**src/rtl/hub75_pkg.sv**
```systemverilog
// Shared definitions for the FTDI receive front end and the HUB75 display side.
//   SYNC_BYTE  : frame-start marker; never sent by the host as pixel data
//   NUM_PIXELS : pixels per frame, addressed 0..NUM_PIXELS-1
//   ADDR_W     : frame-buffer address width
//   pixel_t    : one 24-bit {r,g,b} frame-buffer word, r in [23:16]
package hub75_pkg;

    localparam logic [7:0] SYNC_BYTE  = 8'hFF;
    localparam int         NUM_PIXELS = 8192;
    localparam int         ADDR_W     = 13;

    typedef struct packed {
        logic [7:0] r;
        logic [7:0] g;
        logic [7:0] b;
    } pixel_t;

    typedef enum logic [1:0] {
        BUS_IDLE,
        BUS_OE,
        BUS_READ
    } bus_state_e;

    typedef enum logic [1:0] {
        P_HUNT,
        P_R,
        P_G,
        P_B
    } parse_state_e;

endpackage

```
**src/rtl/ftdi_fifo_if.sv**
```systemverilog
// FT232H 245-synchronous FIFO read handshake (RXF#/OE#/RD#).
//   clk_60       : FTDI CLKOUT, rising edge
//   rst_n        : asynchronous active-low reset
//   data_i       : FTDI data bus
//   rxf_n_i      : low = FTDI has data
//   oe_n_o       : low = FTDI drives the bus
//   rd_n_o       : low = byte accepted on each edge while rxf_n_i is low
//   byte_o       : last byte taken
//   byte_valid_o : one-cycle strobe, byte_o is new
//
// state    | meaning
// BUS_IDLE | bus released, waiting for rxf_n_i low
// BUS_OE   | oe_n asserted, one turnaround cycle before reading
// BUS_READ | rd_n asserted, one byte per edge while rxf_n_i is low
module ftdi_fifo_if
    import hub75_pkg::*;
(
    input  logic       clk_60,
    input  logic       rst_n,
    input  logic [7:0] data_i,
    input  logic       rxf_n_i,
    output logic       oe_n_o,
    output logic       rd_n_o,
    output logic [7:0] byte_o,
    output logic       byte_valid_o
);

    bus_state_e state_q;
    logic       oe_n_q;
    logic       rd_n_q;
    logic [7:0] byte_q;
    logic       byte_valid_q;

    always_ff @(posedge clk_60 or negedge rst_n) begin
        if (!rst_n) begin
            state_q      <= BUS_IDLE;
            oe_n_q       <= 1'b1;
            rd_n_q       <= 1'b1;
            byte_q       <= '0;
            byte_valid_q <= 1'b0;
        end else begin
            byte_valid_q <= 1'b0;
            case (state_q)
                BUS_IDLE: begin
                    if (!rxf_n_i) begin
                        oe_n_q  <= 1'b0;
                        state_q <= BUS_OE;
                    end
                end
                BUS_OE: begin
                    rd_n_q  <= 1'b0;
                    state_q <= BUS_READ;
                end
                BUS_READ: begin
                    // A byte on the edge where rxf_n rises is not valid data.
                    if (rxf_n_i) begin
                        rd_n_q  <= 1'b1;
                        oe_n_q  <= 1'b1;
                        state_q <= BUS_IDLE;
                    end else if (!rd_n_q) begin
                        byte_q       <= data_i;
                        byte_valid_q <= 1'b1;
                    end
                end
                default: begin
                    rd_n_q  <= 1'b1;
                    oe_n_q  <= 1'b1;
                    state_q <= BUS_IDLE;
                end
            endcase
        end
    end

    assign oe_n_o       = oe_n_q;
    assign rd_n_o       = rd_n_q;
    assign byte_o       = byte_q;
    assign byte_valid_o = byte_valid_q;

endmodule

```
**src/rtl/ftdi_sync_rx.sv**
```systemverilog
// FT232H receive front end feeding the HUB75 frame-buffer write port.
// Hunts for SYNC_BYTE, packs the following R,G,B bytes into pixels written
// to sequential addresses, and pulses frame_done on the last pixel.
//   clk_60, rst_n           : FTDI clock, async active-low reset
//   ftdi_data, ftdi_rxf_n   : FTDI FIFO read side
//   ftdi_oe_n, ftdi_rd_n    : FTDI handshake outputs
//   fb_we, fb_addr, fb_data : frame-buffer write port (always accepts)
//   frame_done              : pulse with the write of address NUM_PIXELS-1
//   frame_err               : pulse when SYNC_BYTE arrives mid-frame
//
// state  | meaning
// P_HUNT | discarding bytes until SYNC_BYTE
// P_R    | expecting red byte of next pixel
// P_G    | expecting green byte
// P_B    | expecting blue byte; pixel is written once it arrives
module ftdi_sync_rx #(
    parameter int NUM_PIXELS = hub75_pkg::NUM_PIXELS,
    parameter int ADDR_W     = hub75_pkg::ADDR_W
) (
    input  logic              clk_60,
    input  logic              rst_n,
    input  logic [7:0]        ftdi_data,
    input  logic              ftdi_rxf_n,
    output logic              ftdi_oe_n,
    output logic              ftdi_rd_n,
    output logic              fb_we,
    output logic [ADDR_W-1:0] fb_addr,
    output logic [23:0]       fb_data,
    output logic              frame_done,
    output logic              frame_err
);
    import hub75_pkg::*;

    localparam logic [ADDR_W-1:0] LAST_ADDR = ADDR_W'(NUM_PIXELS - 1);

    logic [7:0] rx_byte;
    logic       rx_valid;

    ftdi_fifo_if u_fifo_if (
        .clk_60       (clk_60),
        .rst_n        (rst_n),
        .data_i       (ftdi_data),
        .rxf_n_i      (ftdi_rxf_n),
        .oe_n_o       (ftdi_oe_n),
        .rd_n_o       (ftdi_rd_n),
        .byte_o       (rx_byte),
        .byte_valid_o (rx_valid)
    );

    parse_state_e      pstate_q;
    logic [7:0]        r_q;
    logic [7:0]        g_q;
    pixel_t            fb_data_q;
    logic [ADDR_W-1:0] fb_addr_q;
    logic [ADDR_W-1:0] fb_addr_d;
    logic              fb_we_q;
    logic              frame_done_q;
    logic              frame_err_q;

    // fb_addr holds the address of the current write and moves on in the
    // cycle after the strobe, wrapping to 0 after the last pixel.
    always_comb begin
        fb_addr_d = fb_addr_q;
        if (fb_we_q) begin
            fb_addr_d = (fb_addr_q == LAST_ADDR) ? '0 : fb_addr_q + ADDR_W'(1);
        end
    end

    always_ff @(posedge clk_60 or negedge rst_n) begin
        if (!rst_n) begin
            pstate_q     <= P_HUNT;
            r_q          <= '0;
            g_q          <= '0;
            fb_data_q    <= '0;
            fb_addr_q    <= '0;
            fb_we_q      <= 1'b0;
            frame_done_q <= 1'b0;
            frame_err_q  <= 1'b0;
        end else begin
            fb_we_q      <= 1'b0;
            frame_done_q <= 1'b0;
            frame_err_q  <= 1'b0;
            fb_addr_q    <= fb_addr_d;
            if (rx_valid) begin
                if (rx_byte == SYNC_BYTE) begin
                    // Sync restarts the frame from any state; only mid-frame is an error.
                    frame_err_q <= (pstate_q != P_HUNT);
                    fb_addr_q   <= '0;
                    pstate_q    <= P_R;
                end else begin
                    case (pstate_q)
                        P_HUNT: pstate_q <= P_HUNT;
                        P_R: begin
                            r_q      <= rx_byte;
                            pstate_q <= P_G;
                        end
                        P_G: begin
                            g_q      <= rx_byte;
                            pstate_q <= P_B;
                        end
                        P_B: begin
                            fb_we_q      <= 1'b1;
                            fb_data_q    <= {r_q, g_q, rx_byte};
                            frame_done_q <= (fb_addr_q == LAST_ADDR);
                            pstate_q     <= (fb_addr_q == LAST_ADDR) ? P_HUNT : P_R;
                        end
                        default: pstate_q <= P_HUNT;
                    endcase
                end
            end
        end
    end

    assign fb_we      = fb_we_q;
    assign fb_addr    = fb_addr_q;
    assign fb_data    = fb_data_q;
    assign frame_done = frame_done_q;
    assign frame_err  = frame_err_q;

endmodule
```
**config.mk**
```make
export PLATFORM = sky130hd
export DESIGN_NAME = ftdi_sync_rx
export DESIGN_NICKNAME = d
export VERILOG_FILES = /design/src/rtl/hub75_pkg.sv /design/src/rtl/ftdi_fifo_if.sv /design/src/rtl/ftdi_sync_rx.sv
export SDC_FILE = /design/constraint.sdc
export NUM_CORES = 1
export LEC_CHECK = 0
export ABC_AREA = 1
export BUFFER_PORTS_ARGS = -buffer_cell sky130_fd_sc_hd__buf_2
export CAP_MARGIN = 20
export CORE_MARGIN = 5
export CORE_UTILIZATION = 50
export DETAILED_ROUTE_END_ITERATION = 7
export PLACE_DENSITY = 0.74
export SETUP_SLACK_MARGIN = 0.02
export SLEW_MARGIN = 25
export SYNTH_ARGS = -nofsm -noshare
export SYNTH_HDL_FRONTEND = slang
export SYNTH_SLANG_ARGS = --single-unit
```
**constraint.sdc**
```tcl
create_clock -name clk_60 -period 2.1 [get_ports clk_60]
set_clock_uncertainty 0.1 [all_clocks]
set_input_delay 0.105 -clock clk_60 [delete_from_list [all_inputs] [get_ports clk_60]]
set_output_delay 0.105 -clock clk_60 [all_outputs]
set_load 0.01 [all_outputs]
```
# Word level (Yosys, flattened, before mapping)
# Index checks and enable logic that the tools add are counted.
# word_totals
ff_bits	71
latch_bits	0
mem_bits_rw	0
mem_bits_ro	0
in_bits	11
wordCells	65
mem_count	0
# op_classes
add_sub_neg	1
n_mul	0
n_div	0
magnitude_cmp	0
n_eq_ne	9
shift	0
muxes	25
bitwise	5
reduce_logical	10
# ops
operator	count
two-way mux 13 bit	4
AND reduction 3 bit	5
two-way mux 1 bit	14
adder 13 x 1 -> 13 bit (second input constant)	1
equality test 13 bit (second input constant)	1
equality test 8 bit (second input constant)	1
case mux 2 bit (4 select lines)	1
equality test 2 bit (second input constant)	3
two-way mux 2 bit	3
case mux 1 bit (3 select lines)	2
case mux 2 bit (3 select lines)	1
NOT 1 bit	5
equality test 2 x 1 -> 1 bit (second input constant)	2
zero test 2 bit	2
inequality test 2 bit (second input constant)	2
AND reduction 2 bit	2
nonzero test 2 bit	1

# Longest topological paths before layout
# depth
word_depth	5
depth_mapped	8
ltp_nobuf	8

# Modules after synthesis
# From an unflattened synthesis, not the netlist that was laid out.
# hier_totals
hier_cells	358
area_unflattened_um2	3090.5
# modules_own_cells
mod	instances	cells_each	area_each_um2
ftdi_sync_rx	1	304	2588.7
ftdi_fifo_if	1	54	501.7

# Worst setup path before layout
# No wires, ideal clock.
# synth_timing
kind	register to register
startpoint	reg fb_addr_q[0], in the netlist fb_addr[0]
endpoint	reg fb_addr_q[8], in the netlist fb_addr[8]
setup_ns	0.118
arrival_time_ns	1.240
slack_ns	0.641
stages_incl_launch_ff	8
path_buffers	1
synth_period_minus_slack_ns	1.459
path_cell_list	dfrtp_1 > ha_1 > nand3_1 > nor2_2 > nand3_1 > nand2_1 > buf_4 > nor2_1
# synth_via
elab_chain_len	5
# synth_rtl
element	line	rtl
start, declared	ftdi_sync_rx.sv:54	logic [ADDR_W-1:0] fb_addr_q;
start signal, assigned	ftdi_sync_rx.sv:83	fb_addr_q <= fb_addr_d;
adder 13 x 1 -> 13 bit / equality test 13 bit (equally long branches)	ftdi_sync_rx.sv:65	fb_addr_d = (fb_addr_q == LAST_ADDR) ? '0 : fb_addr_q + ADDR_W'(1);
two-way mux 13 bit (*)	ftdi_sync_rx.sv:65	
two-way mux 13 bit (*)	ftdi_sync_rx.sv:64	if (fb_we_q) begin
two-way mux 13 bit	ftdi_sync_rx.sv:85	if (rx_byte == SYNC_BYTE) begin
two-way mux 13 bit (*)	ftdi_sync_rx.sv:84	if (rx_valid) begin
# Mark *: on every way between the ends. The rest lies on a longest branch, timed or not.
# A chain may end at the register's enable or synchronous reset.

# Worst setup path in the final report
# layout_timing
startpoint	reg fb_addr_q[1], in the netlist fb_addr[1]
endpoint	reg fb_addr_q[11], in the netlist fb_addr[11]
# The elaborated chain is that of the path after synthesis.

==> summary.md <==
| Metric | Value |
|---|---|
| Root buffer cell | `clkbuf_8` |
| # H-tree levels | `3` |
| Post-synthesis mux area share | `0%` |
| Cell with the most instances after synthesis | `nand2_1` |
| Max frequency | `between 500 and 600 MHz` |
| WHS | `around 0.21 ns` |
| Final Setup Violations | `0` |
| Number of synthesized flops with an enable pin | `0` |
| Initial DRC count | `around 160` |
| Simple-gate share of the synthesized area | `between 20% and 30%` |
| Placeable Area | `~6000 sq um` |
| Die extent in x | `slightly below 90 um` |
| Delay-heaviest family, CP | `simple AND/OR/NAND/NOR gates` |
| Syn nets | `381` |
| Area Overhead vs Synth | `21.87%` |
| Dpl hpwl | `4686 um` |
| Routed Antenna Nets | `0` |
| WL final | `approximately 6700 um` |
| Synth top area cells | `dfrtp_1, nand2_1, o21ai_0` |
| P_leak | `approximately 2.1 nW` |
| Pwr/cell area | `~1100 nW/um^2` |
| Nets | `452` |
| CP max FO | `12` |
| WP buf/inv | `0` |
| R2R Setup Slk | `~0.41 ns` |
| Clock buffer count from CTS | `9` |
| Initial antenna violation count | `0` |
| RSZ-0062 raised after global routing | `no` |
| Initial core utilization | `about half` |
| Final Cycle Share | `80.34%` |
| Buffers added on ports | `52` |
| Synth top area share | `55.58%` |
| Share of cells above drive strength 1 | `about a fifth` |
| CTS tree | `built` |
| Vias per cell | `between 5 and 6` |
| Max VDD drop | `0.0007029 V` |
| Cell Area, Placed | `~3500 sq um` |
| PostCTS Resize Cnt | `0` |
| Worst Tran Pin Value | `0.5000 ns` |
| Drt pass-1 iters | `4` |
| Mapped Avg Cell Area | `roughly 8.5 sq um` |
| CTS sink count | `slightly above 70` |
| Largest net degree at the start of global routing | `42` |
| Ys async rst share | `100.0%` |
| First-pass GRT wire length | `about 11000 um` |
| Worst relative slew slack | `66.67%` |
| Cell Rows | `28` |
| GR Util All Layers | `approximately a fifth` |
| Via count | `between 2000 and 3000` |
| ANT cells | `0` |
| Clock transition at path regs | `roughly 0.070 ns` |
| Post-synthesis cell area | `3107 sq um` |
| Slew Viols, Final | `0` |
| Area of the die | `slightly below 8000 sq um` |
| Num ports | `53` |
| Design area | `roughly 3800 sq um` |
| Yosys cell types | `24` |
| Clk Latency, worst-skew pair | `roughly 0.34 ns` |
| Setup bufs post-CTS | `0` |
| Final Wtd Congestion | `approximately 0.85` |
| Final Hold Viols | `0` |
| Sequential element share of the synthesized area | `roughly 57%` |
| Complex-gate fraction of the synthesized area | `~7.8%` |
| Worst Path Required | `2.21 ns` |
| Most used cell, CP | `nand3_1` |
| Final setup TNS | `0 ns` |
| Status | `finished, final reports clean` |
| CTS hold repair buffers | `10` |
| CP Capture Type | `flop` |
| WL/cell | `12.90 um` |
| Fill cells | `a little over 500` |
| Critical path's largest stage delay | `0.39 ns` |
| CP max stage cell | `dfrtp_1` |
| Grt total ovfl | `0` |
| Bufs on Longest Clock Path | `2` |
| Worst path cell trace | `ha_1 > nand3_1 > nor2_2 > nand3_1 > nand2_1 > nor2_1` |
| Area leader, netlist | `dfrtp_1` |
| Post-layout min period | `roughly 1.7 ns` |
| Post-Syn Instances | `365` |
| Post-synth top cells | `nand2_1, dfrtp_1, o21ai_0, nor2_1, inv_1` |
| Synth Area in XOR/XNOR | `under 10%` |
| Crit path launch type | `flop` |
| Synthesis warning total | `0` |
| Post-route DRC | `0` |
| Die Height | `slightly below 90 um` |
| Adder-Cell Fraction of Synth Area | `2.014%` |
| Vias in the first global route | `roughly 2500` |
| WS Path Type | `reg2reg` |
| HP Class | `in2async` |
| Ys flop type | `dfrtp_1` |
| Post-synthesis register bit count | `71` |
| Combinational family with the most area after synthesis | `simple AND/OR/NAND/NOR gates` |
| Critical path arrival | `1.80 ns` |
| Maxcap violations | `0` |
-- final timing paths --
check                                            end                  from  depth (start not counted)
worst max-delay path                     fb_addr[11]            fb_addr[1]                          6
min in group clk_60             u_fifo_if.state_q[0]  u_fifo_if.state_q[0]                          1
worst min register to register  u_fifo_if.state_q[0]  u_fifo_if.state_q[0]                          1
worst max register to register           fb_addr[11]            fb_addr[1]                          6
worst min-delay path            u_fifo_if.state_q[1]                 rst_n                          3
max in group asynchronous                     r_q[2]                 rst_n                          3
-- logic make-up after synthesis --
kind of cell	Yosys count
AND/OR/NAND/NOR	203
XOR/XNOR	5
AO/OA/AOI/OAI	48
buffers and inverters	33
adder cells (fa/ha/maj)	5
flip-flops	71
-- per-stage QoR --
step	worst slack, ns	power [mW]	cells	utilization [%]
floorplan	0.6415	2.473	365	-
global placement	0.5209	2.794	490	57.69
detailed placement	0.4178	2.843	490	57.69
CTS	0.3971	4.096	516	63.20
global route	0.2426	4.337	516	63.20
finish	0.4128	4.060	516	63.20
-- final cells by class --
class,instances,area (sq um),share of cell area (%)
Multi-Input combinational cell,261,1167,30.83
Clock inverter,6,92.59,2.445
Clock buffer,10,137.6,3.635
Inverter,22,87.58,2.313
Tap cell,75,93.84,2.479
Sequential cell,71,1779,46.99
Timing Repair Buffer,71,427.9,11.30
-- worst reg2reg max path, cell delays in order, from the launching register on --
cell and delay [ns]:
dfrtp_1 0.39, ha_1 0.21, nand3_1 0.12, nor2_2 0.20, nand3_1 0.09, nand2_1 0.34
nor2_1 0.11
-- routing by layer --
layer / track usage (%) / share of wire, % / vias up
met4: 7.280 / 0.98 / 0
li1: - / - / 1296
met1: 26.44 / 47 / 1230
met3: 4.097 / 4.7 / 8
met2: 28.88 / 47 / 57
met5: 0 / 0 / -
-- power breakdown --
group	total [mW]	switching (mW)	internal (mW)
Clock	1.24	0.528	0.707
Sequential	1.97	0.268	1.70
Combinational	0.858	0.543	0.314
-- layout by cell type (no fill, tap or decap) --
cell type	n
o21ai_0	41
bufinv_16	2
nor2_2	3
nand4_1	4
xor2_1	5
buf_4	9
nand3_1	11
nor2_4	1
ha_1	5
a21oi_1	2
nand2_1	147
nand2_2	1
nor2_1	30
clkbuf_8	10
inv_6	1
clkinv_4	2
o21ai_1	4
clkinvlp_4	2
dfstp_2	2
nand2_4	1
buf_2	52
o21bai_1	1
dfrtp_1	69
inv_1	21
nor3_1	4
or2_1	1
dlygate4sd3_1	10
-- sequential cells by signal, indices dropped and copies added, names as in the netlist, 2 cells and up --
name,flops
fb_data,24
fb_addr,13
g_q,8
r_q,8
u_fifo_if.byte_o,8
pstate_q,2
u_fifo_if.state_q,2
Note: power is estimated with default switching activity, not from simulation.
